$ cat src/rtl/psum_expander.sv
// Expands a narrow signed psum by a left shift into a 2*DATA_WIDTH word through a 1-deep skid-free register stage.
// Optional saturation on overflow: define PSUM_EXPANDER_SAT_EN (default build wraps).
module psum_expander #(
  parameter int DATA_WIDTH = 16,
  parameter int SEL_WIDTH  = $clog2(DATA_WIDTH)
) (
  input  logic                    clk,
  input  logic                    reset,
  input  logic                    in_valid,
  output logic                    in_ready,
  input  logic [DATA_WIDTH-1:0]   in_data,
  input  logic [SEL_WIDTH:0]      in_sel,
  output logic                    out_valid,
  input  logic                    out_ready,
  output logic [2*DATA_WIDTH-1:0] out_data,
  output logic                    ovf_sticky,
  input  logic                    clr,
  output logic [15:0]             out_count
);
  localparam int OW = 2*DATA_WIDTH;
  // Shift amounts reach 2*DATA_WIDTH-1, so 3*DATA_WIDTH bits hold the true result losslessly.
  localparam int XW = 3*DATA_WIDTH;

  logic [XW-1:0] ext, shifted;
  logic          ovf, in_hs, out_hs;
  logic [OW-1:0] result;

  assign ext     = {{(XW-DATA_WIDTH){in_data[DATA_WIDTH-1]}}, in_data};
  assign shifted = ext << in_sel;
  // Fits in OW signed bits only if everything from bit OW-1 upward is a copy of the sign.
  assign ovf     = (|shifted[XW-1:OW-1]) & ~(&shifted[XW-1:OW-1]);

`ifdef PSUM_EXPANDER_SAT_EN
  always_comb begin
    result = shifted[OW-1:0];
    if (ovf) result = in_data[DATA_WIDTH-1] ? {1'b1, {(OW-1){1'b0}}} : {1'b0, {(OW-1){1'b1}}};
  end
`else
  assign result = shifted[OW-1:0];
`endif

  assign in_ready = reset | ~out_valid | out_ready;
  assign in_hs    = in_valid & in_ready;
  assign out_hs   = out_valid & out_ready;

  always_ff @(posedge clk) begin
    if (reset) begin
      out_valid  <= 1'b0;
      out_data   <= '0;
      ovf_sticky <= 1'b0;
      out_count  <= '0;
    end else begin
      if (in_hs) begin
        out_data  <= result;
        out_valid <= 1'b1;
      end else if (out_hs) begin
        out_valid <= 1'b0;
      end
      if (in_hs && ovf)  ovf_sticky <= 1'b1;
      else if (clr)      ovf_sticky <= 1'b0;
      out_count <= (clr ? 16'd0 : out_count) + {15'd0, out_hs};
    end
  end
endmodule

$ cat config.mk
export PLATFORM = sky130hd
export DESIGN_NAME = psum_expander
export DESIGN_NICKNAME = d
export VERILOG_FILES = /design/src/rtl/psum_expander.sv
export SDC_FILE = /design/constraint.sdc
export NUM_CORES = 1
export LEC_CHECK = 0
export CORE_ASPECT_RATIO = 1.75
export CORE_MARGIN = 8
export CORE_UTILIZATION = 40
export DETAILED_ROUTE_END_ITERATION = 7
export PLACE_DENSITY = 0.64
export SKIP_CTS_REPAIR_TIMING = 1
export SLEW_MARGIN = 20
export SYNTH_ARGS = -nofsm -noshare
export SYNTH_HDL_FRONTEND = slang
export SYNTH_SLANG_ARGS = --single-unit
$ cat constraint.sdc
create_clock -name clk -period 9 [get_ports clk]
set_input_delay 2.7 -clock clk [delete_from_list [all_inputs] [get_ports clk]]
set_output_delay 2.7 -clock clk [all_outputs]
set_load 0.02 [all_outputs]
* Word level (Yosys, flattened, before mapping) *
Index checks and enable logic that the tools add are counted.

cells by class
  add/subtract/negate cells = 1
  shift operators = 1
  muxes and demuxes = 5
  bitwise gates (word level) = 7
  reductions and logical operators = 5

operators with widths
  kind                                           number
  48-bit by 5-bit << shifter with 48-bit output  1
  17-bit AND reduction                           1
  17-bit OR reduction                            1
  16-bit by 1-bit adder with 16-bit output       1
  16-bit 2-to-1 mux                              1
  1-bit 2-to-1 mux                               4
  2-bit nonzero test                             2
  1-bit AND                                      3
  1-bit inverter                                 2
  1-bit bitwise OR                               2
  1-bit logical AND                              1

word-level totals
  flip-flop bits (word level) = 50
  output and inout bits = 51
  word-level logic and storage cells = 23

* Depth between registers and ports, before layout *
  word-level depth = 6
  gate-level depth with buffers = 10
  mapped depth without buffers = 7

* Worst setup path after synthesis *
OpenSTA, ideal clock, no wires.

  kind = input to output
  from = input reset
  to = output in_ready
  data arrival time = 3204 ps
  required time = 6300 ps
  setup slack = 3096 ps
  cell stages on the path = 2
  path through = clkbuf_1 nand3b_1

on the way
  longest elaborated chain between the ends = 2

RTL lines
  what                            line  source
  from (decl)                     8     input logic reset,
  1-bit bitwise OR (2 in series)  42    assign in_ready = reset | ~out_valid | out_ready;
  to (decl)                       10    output logic in_ready,

Every way passes these cells.

* Worst setup path in the final report *
Ends and elaborated chain as after synthesis.

==> metrics <==
status=completed; CTS root buffer=clkbuf_16; post-detailed-route count of antenna-violating nets=0; max frequency=140.7 MHz; Min Hold Slack=449.8 ps; placer's final routability congestion estimate=0.9188; EDFF count, synth=0; Mapped Cells=404; clk_lat worst skew=290 ps; main flop type after synthesis=dfxtp_1; cells along the critical path=clkdlybuf4s50_1, buf_4, nand3b_1, clkdlybuf4s50_1; Worst Max-Slew Pin Slew=971.7 ps; IO Count=77; type of the worst setup path=in2out; layout cells sized above 1=8.515%; antenna violations before repair=0; CTS clk-pin slew, worst paths=60 ps; MaxCap Viol Count=0; Crit. Startpoint=reset; vias per cell=5.797; Initial Util=41.12%; RR Endpoint=out_count[13]$_SDFF_PP0_; min-delay src=out_data[29]$_SDFFE_PP0P_; core area=0.007909 sq mm; Hold Path Sink=out_data[29]$_SDFFE_PP0P_; sequential share of the synthesized area=30.78%; IO buf count=76; Antenna diodes=0; clk buf depth=2; worst r2r src=out_count[3]$_SDFF_PP0_; Setup crit end kind=output port; min cycle time layout=7109 ps; register bit total from synthesis=50; Max VDD drop=0.07884 mV; total gr overflow=0; area of the multi-input gates=0.002086 sq mm; r2r setup slk=7140 ps; Vias=3177; worst setup margin=1891 ps; fillers=783; largest net degree at the start of global routing=47; worst r2r path cells=6; WL/cell=18.95 microns; FF/Latch Area=0.001001 sq mm; DP HPWL=8.305 mm; final period utilization=78.99%; Area Growth Syn to Fin=28.01%; worst hold stages=2; hold violation total from the final report=0; vias in the first global route=3192; Final Total Pwr=0.5693 mW; height of the die=135.3 microns; Worst Skew=8.830 ps; H-tree depth=2; Critical Path RT=6300 ps; die width=84.16 microns; Mapped Nets=432; # DRC=0; max incr delay on CP=620 ps; DIE AREA=0.01138 sq mm; ys async rst share=0%; Nets=485; gr usage total=17.96%; initial drt markers=214; Pins Over Slew Limit=0; critical path launch point type=primary input; final setup vio count=0; Leak Pwr=1.556 nW; global-route wire length before repair=16.57 mm; PwrDens=136.8 mW/mm^2; Mapped Avg Cell Area=8.049 sq um; maximum fanout along the worst path=46; Fin Setup TNS=0 ps; RSZ-0062 raised after global routing=false; TritonCTS clock tree=yes; DRT Wirelength=10.39 mm; fin util=52.63%; pre-CTS WS=1919 ps; CTS Sinks=50; CP max-delay cell=clkdlybuf4s50_1; worst min path class=reg2reg; unique cell type count in the Yosys netlist=57; Slew headroom=35.02%; arrival time worst endpoint=4410 ps; Syn Std Cell Area=0.003252 sq mm; Initial DRT Pass Iterations=4; Yosys Warn Count=0; Top cell by count, worst path=clkdlybuf4s50_1; Rows=43; number of buffers created by CTS=5
[layout make-up]
type                            instances  share of cell area (%)
Clock buffer                            5                   3.006
Clock inverter                          3                  0.5110
Inverter                                7                  0.6312
Multi-Input combinational cell        313                   50.11
Sequential cell                        50                   24.05
Tap cell                               90                   2.705
Timing Repair Buffer                   80                   19.00
[cells in the mapped netlist (all sizes together), types with 3 or more instances]
| library cell | instances | area share, % |
|---|---|---|
| a22oi | 10 | 2.3 |
| mux2i | 24 | 7.4 |
| inv | 7 | 0.81 |
| nand2 | 23 | 2.7 |
| and3 | 4 | 0.77 |
| o211ai | 7 | 1.6 |
| nor2b | 12 | 2.3 |
| o22ai | 6 | 1.2 |
| buf | 9 | 1.5 |
| dfxtp | 50 | 31 |
| nand2b | 10 | 1.9 |
| nor2 | 65 | 7.5 |
| o21ai | 9 | 1.4 |
| a21oi | 22 | 3.4 |
| nor4 | 3 | 0.58 |
| mux2 | 17 | 6.1 |
| xor2 | 7 | 1.9 |
| and2 | 6 | 1.2 |
| a211oi | 12 | 2.8 |
| mux4 | 5 | 3.5 |
| nand4 | 8 | 1.5 |
| nor3 | 8 | 1.2 |
| clkbuf | 25 | 2.9 |
| nand3 | 12 | 1.8 |
| o221ai | 3 | 0.81 |
[placed cells by master (no fill, tap or decap), drive strengths merged, types with 7 or more instances in the layout]
cell type      instances
nand2b                10
inv                    7
nor2b                 12
dfxtp                 50
o211ai                 7
nand2                 23
a211oi                12
xor2                   7
mux2                  17
nand4                  8
o21ai                  9
clkdlybuf4s50         76
nand3                 12
a21oi                 22
nor2                  65
mux2i                 24
a22oi                 10
nor3                   8
[critical path, delay by kind of cell]
| kind | cells | cell delay, ps |
|---|---|---|
| buf+inv | 3 | 1460 |
| simple gates | 1 | 220 |
[cells by family after synthesis]
family,share of synthesized area [%]
simple gates,25.09
compound gates,18.82
flops,30.78
buf+inv,5.156
xor+xnor,2.424
mux,16.97
fa+ha+maj,0.7694
[state kept, by name, summed over array words and instances, names as in the netlist]
name and count:
out_valid 1, out_count 16, ovf_sticky 1, out_data 32
[report_power, final]
part	switching [mW]	total, mW	internal (mW)	leakage, nW
logic	0.0877	0.151	0.0631	1.08
registers	0.00465	0.235	0.230	0.408
clock network	0.0810	0.184	0.103	0.0698
total	0.173	0.569	0.396	1.56
[metal layers]
layer  share of wire [%]  GRT usage (%)  vias up
met5                   0              0        -
li1                    -              -     1568
met3                 3.5          2.771       20
met4                 3.9          9.749        0
met2                  56          34.84       87
met1                  37          17.32     1502
[worst max-delay path by stage]
| stage | endpoint | slack (ps) |
|---|---|---|
| after floorplan | in_ready | 3100 |
| after global placement | in_ready | 1930 |
| after detailed placement | in_ready | 1920 |
| after CTS | in_ready | 1910 |
| after global routing | in_ready | 1790 |
| final | in_ready | 1890 |
[stage by stage]
stage                     instances  instance area, sq um
after global routing            548                  4163
after floorplan                 404                  3252
after CTS                       548                  4160
final                           548                  4163
after detailed placement        540                  4014
after global placement          540                  4014
Note: power is estimated with default switching activity, not from simulation.
